File: src/rtl/ram_seq_ctrl.sv
// ram_seq_ctrl: fills an asynchronous-read single-port RAM from a byte stream
// at consecutive addresses from 0 upward, then dumps the stored entries back
// in write order on request and empties itself for the next fill.
//
// Optional feature macro: RAM_SEQ_LAST_EN adds out_last, which marks the final
// dumped entry. Without it the port and its logic are absent.
//
// Ports:
//   clk, reset          clock, synchronous active-high reset
//   in_data/valid/ready write stream (valid/ready)
//   dump_start          single-cycle request to read out stored entries
//   out_data/valid/ready read stream; out_data passes ram_rdata through
//   ram_addr/wdata/wr   RAM write port and shared (read) address
//   ram_rdata           RAM asynchronous read data
//   count, full, busy   stored entries, buffer full, dump in progress
//   out_last            (RAM_SEQ_LAST_EN only) final dumped entry marker
module ram_seq_ctrl #(
  parameter int unsigned ADDR_WIDTH = 4,
  parameter int unsigned DATA_WIDTH = 8
) (
  input  logic                  clk,
  input  logic                  reset,
  input  logic [DATA_WIDTH-1:0] in_data,
  input  logic                  in_valid,
  output logic                  in_ready,
  input  logic                  dump_start,
  output logic [DATA_WIDTH-1:0] out_data,
  output logic                  out_valid,
  input  logic                  out_ready,
  output logic [ADDR_WIDTH-1:0] ram_addr,
  output logic [DATA_WIDTH-1:0] ram_wdata,
  output logic                  ram_wr,
  input  logic [DATA_WIDTH-1:0] ram_rdata,
  output logic [ADDR_WIDTH:0]   count,
  output logic                  full,
  output logic                  busy
`ifdef RAM_SEQ_LAST_EN
  ,
  output logic                  out_last
`endif
);

  localparam int unsigned CNT_W = ADDR_WIDTH + 1;
  localparam int unsigned DEPTH = 1 << ADDR_WIDTH;

  localparam logic [0:0] S_IDLE = 1'b0;
  localparam logic [0:0] S_DUMP = 1'b1;

  logic [0:0]            state_q, state_d;
  logic [CNT_W-1:0]      count_q, count_d;
  logic [ADDR_WIDTH-1:0] rptr_q,  rptr_d;

  logic                  full_w;
  logic                  wr_en;
  logic                  last_hit;
  logic [CNT_W-1:0]      last_idx;

  // State, entry count and read pointer registers.
  always_ff @(posedge clk) begin
    if (reset) begin
      state_q <= S_IDLE;
      count_q <= '0;
      rptr_q  <= '0;
    end else begin
      state_q <= state_d;
      count_q <= count_d;
      rptr_q  <= rptr_d;
    end
  end

  assign full_w   = (count_q == CNT_W'(DEPTH));
  // Index of the final stored entry; only meaningful while count_q != 0 (DUMP).
  assign last_idx = count_q - CNT_W'(1);
  assign last_hit = ({1'b0, rptr_q} == last_idx);

  // Next-state, handshake and RAM port control.
  always_comb begin
    state_d  = state_q;
    count_d  = count_q;
    rptr_d   = rptr_q;
    in_ready = 1'b0;
    wr_en    = 1'b0;
    ram_addr = count_q[ADDR_WIDTH-1:0];

    case (state_q)
      S_IDLE: begin
        in_ready = !full_w;
        wr_en    = in_valid && !full_w;
        count_d  = count_q + CNT_W'(wr_en);
        // A same-cycle write is counted before deciding whether there is data to dump.
        if (dump_start && (count_d != '0)) begin
          state_d = S_DUMP;
          rptr_d  = '0;
        end
      end
      S_DUMP: begin
        ram_addr = rptr_q;
        if (out_ready) begin
          if (last_hit) begin
            state_d = S_IDLE;
            count_d = '0;
            rptr_d  = '0;
          end else begin
            rptr_d = rptr_q + ADDR_WIDTH'(1);
          end
        end
      end
      default: begin
        state_d = S_IDLE;
      end
    endcase
  end

  assign ram_wr    = wr_en;
  assign ram_wdata = in_data;
  assign out_data  = ram_rdata;
  assign out_valid = (state_q == S_DUMP);
  assign busy      = (state_q == S_DUMP);
  assign count     = count_q;
  assign full      = full_w;

`ifdef RAM_SEQ_LAST_EN
  assign out_last  = (state_q == S_DUMP) && last_hit;
`endif

endmodule

File: config.mk
export PLATFORM = sky130hd
export DESIGN_NAME = ram_seq_ctrl
export DESIGN_NICKNAME = d
export VERILOG_FILES = /design/src/rtl/ram_seq_ctrl.sv
export SDC_FILE = /design/constraint.sdc
export NUM_CORES = 1
export LEC_CHECK = 0
export ABC_AREA = 1
export CORE_MARGIN = 2
export CORE_UTILIZATION = 38
export CTS_CLUSTER_SIZE = 40
export DETAILED_ROUTE_END_ITERATION = 10
export GPL_ROUTABILITY_DRIVEN = 0
export GPL_TIMING_DRIVEN = 0
export HOLD_SLACK_MARGIN = 0.05
export PLACE_DENSITY = 0.77
export SETUP_SLACK_MARGIN = 0.3
export SLEW_MARGIN = 20
export SYNTH_ARGS = -nofsm -noshare
export SYNTH_HDL_FRONTEND = slang
export SYNTH_SLANG_ARGS = --single-unit
File: constraint.sdc
create_clock -name clk -period 2.4 [get_ports clk]
set_input_delay 0.24 -clock clk [delete_from_list [all_inputs] [get_ports clk]]
set_output_delay 0.24 -clock clk [all_outputs]
set_load 0.005 [all_outputs]
==> reports/results.tsv <==
metric	value	unit
outcome	finished, final reports clean	
r2r_end	rptr_q[2]	
die_w	52.66	um
synthTopCellsByArea	dfxtp_1, nand2_1, buf_4	
n_antenna_cell	0	
r2r_slack	0.38	ns
cts_made_buffers	3	
p_int	431.1	uW
r2r_start	count[2]	
grt_max_degree	11	
max_freq	484.5	MHz
synth_top_cell_by_area	dfxtp_1	
ys.warnings.count	0	
wirelength	2.612	mm
cp.depth	4	
clock_sinks	10	
syn_inst	141	
start_kind	flop	
cp_max_fo	10	
finalCritPeriodShare	0.8600	
synth_area	899.6	sq um
synth_seq_cells	10	
synth_edf_count	0	
combPwrFrac	0.459	
maxCapViolCount	0	
worst-path-buf-inv	3	
drive_gt1_frac	0.3118	
crit_path_start	busy	
setup_viol	0	
yosysTopAreaCellShare	0.2225	
crit_arrival	1.82	ns
cp_slowest_cell	clkdlybuf4s50_1	
die_area	0.002773	sq mm
synth_common_cells	nand2_1, nand3_1, buf_4	
end_kind	output port	
synth_nets	167	
hp-class	in -> reg	
worstRegToRegCells	13	
tightestPinTransition	0.4951	ns
setup_ws	0.3360	ns
slowest_delay	0.57	ns
grt_pass1_vias	890	
clockPowerShare	0.247	
crit_type	reg -> out	
min_delay_path_depth	2	
io_buffers	33	
p_sw_frac	0.3308	
required	2.16	ns
min_period	2.064	ns
drc	0	
yosysMostFrequentCell	nand2_1	
slew_headroom	0.6699	
ys_types	21	
routedWlPerCell	12.21	um
crit_chain	buf_4, clkbuf_4, o21ai_0, clkdlybuf4s50_1	
vdd_drop_max	365.5	uV
synth.avg_cell_area	6.380	sq um
antenna_found_initial	0	
num-fill-cells	183	
ant_nets	0	
clkTransAtPathRegs	0.07	ns
start_util	0.4028	
drt_iter0_markers	23	
clk_latency	0.28	ns
rsz0062_at_grt	true	
synthArstFlopShare	0	
htreeDepth	1	
critical_path.top_delay_family	buffers and inverters	
fp.coreArea	0.002233	sq mm
synthFlopType	dfxtp_1	
power.density	433.4	mW/mm^2
utilization	0.6655	
rows	17	
tns	0	ns
post-place-ws	0.1044	ns
power	644.2	uW
pin_count	51	
cts_tree	yes	
nNetsFinal	213	
cts-root-buf	clkbuf_4	
power_leakage	0.0006620	uW
timing.critical_path.to	ram_addr[3]	
gr-usage-all-layers	0.1842	
clock_skew	0.004125	ns
drv_slew	0	
grt_pass1_wl	3.850	mm
clk_path_buf_depth	2	
yosysSeqAreaShare	0.2225	
grt_overflow	0	
switchingPower	213.1	uW
vias	1027	
hpwl	1.786	mm
die_y	52.66	um
cts_hold_buf	0	
hold_violations	0	
dr.pass1.iters	4	
viasPerCell	4.799	
area_growth	65.23	%
power_frac_seq	0.294	
==> placed cells by master (no fill, tap or decap), types with 2 or more instances in the layout <==
master / n
a21oi_1: 10
buf_4: 26
buf_6: 2
clkbuf_4: 4
clkdlybuf4s50_1: 33
dfxtp_1: 5
dfxtp_2: 3
dfxtp_4: 2
ha_1: 2
ha_4: 3
inv_1: 11
inv_4: 2
nand2_1: 34
nand3_1: 15
nand3_2: 4
nor2_1: 5
nor2_4: 4
o21ai_0: 4
xor2_1: 5
==> cell families (layout without fill, tap and decap cells) <==
| family | count (synthesis) | count (layout) | synth area share |
|---|---|---|---|
| AO/OA/AOI/OAI | 16 | 16 | 0.09180 |
| adder cells (fa/ha/maj) | 5 | 5 | 0.06954 |
| XOR/XNOR | 5 | 5 | 0.04868 |
| flip-flops | 10 | 10 | 0.2225 |
| AND/OR/NAND/NOR | 69 | 69 | 0.3352 |
| buffers and inverters | 36 | 81 | 0.2323 |
==> flip-flops by register name, indices dropped and copies added (netlist names) <==
signal / count
busy: 1
count: 5
rptr_q: 4
==> power groups by stage <==
stage / sequential, uW / clock (uW) / combinational (uW)
after floorplan: 192 / 0 / 139
after global placement: 194 / 0 / 226
after detailed placement: 194 / 0 / 233
after CTS: 188 / 160 / 266
after global routing: 191 / 165 / 321
final: 189 / 159 / 296
==> worst min path at each step <==
stage,slack (ns),endpoint,from
floorplan,0.49,rptr_q[0],out_ready
global placement,0.51,count[1],count[1]
detailed placement,0.52,count[1],count[1]
CTS,0.35,rptr_q[2],reset
global route,0.43,rptr_q[1],reset
finish,0.38,rptr_q[2],reset
==> metrics by stage <==
stage,hold slack [ns],cell area [sq um],cells
floorplan,0.4946,917.1,141
global placement,0.5051,1282,202
detailed placement,0.5161,1282,202
CTS,0.3544,1411,211
global route,0.4305,1486,214
finish,0.3803,1486,214
==> final cells by class <==
class                   count  area (sq um)  share of cell area
inverters                  14         57.56             0.03872
repair buffers             41         390.4              0.2626
multi-input cells          95         586.8              0.3948
clock buffers               4         36.28             0.02441
flip-flops and latches     10         211.5              0.1423
well taps                  28         35.03             0.02357
plain buffers              22         168.9              0.1136
==> per-layer routing <==
| metal | GRT usage | part of all wire | vias to the layer above | wire (um) |
|---|---|---|---|---|
| li1 | - | - | 521 | - |
| met1 | 0.1976 | 0.41 | 464 | 1066 |
| met2 | 0.3438 | 0.53 | 37 | 1384 |
| met3 | 0.02857 | 0.047 | 5 | 123 |
| met4 | 0.08974 | 0.015 | 0 | 38 |
| met5 | 0 | 0 | - | 0 |
==> timing repair <==
action                     4_1_cts  5_1_grt
pin swaps                        5        8
buffers inserted                 5        3
setup endpoints to repair        9       10
gates resized for setup         13       16
cloned                           0        0
Note: power is estimated with default switching activity, not from simulation.
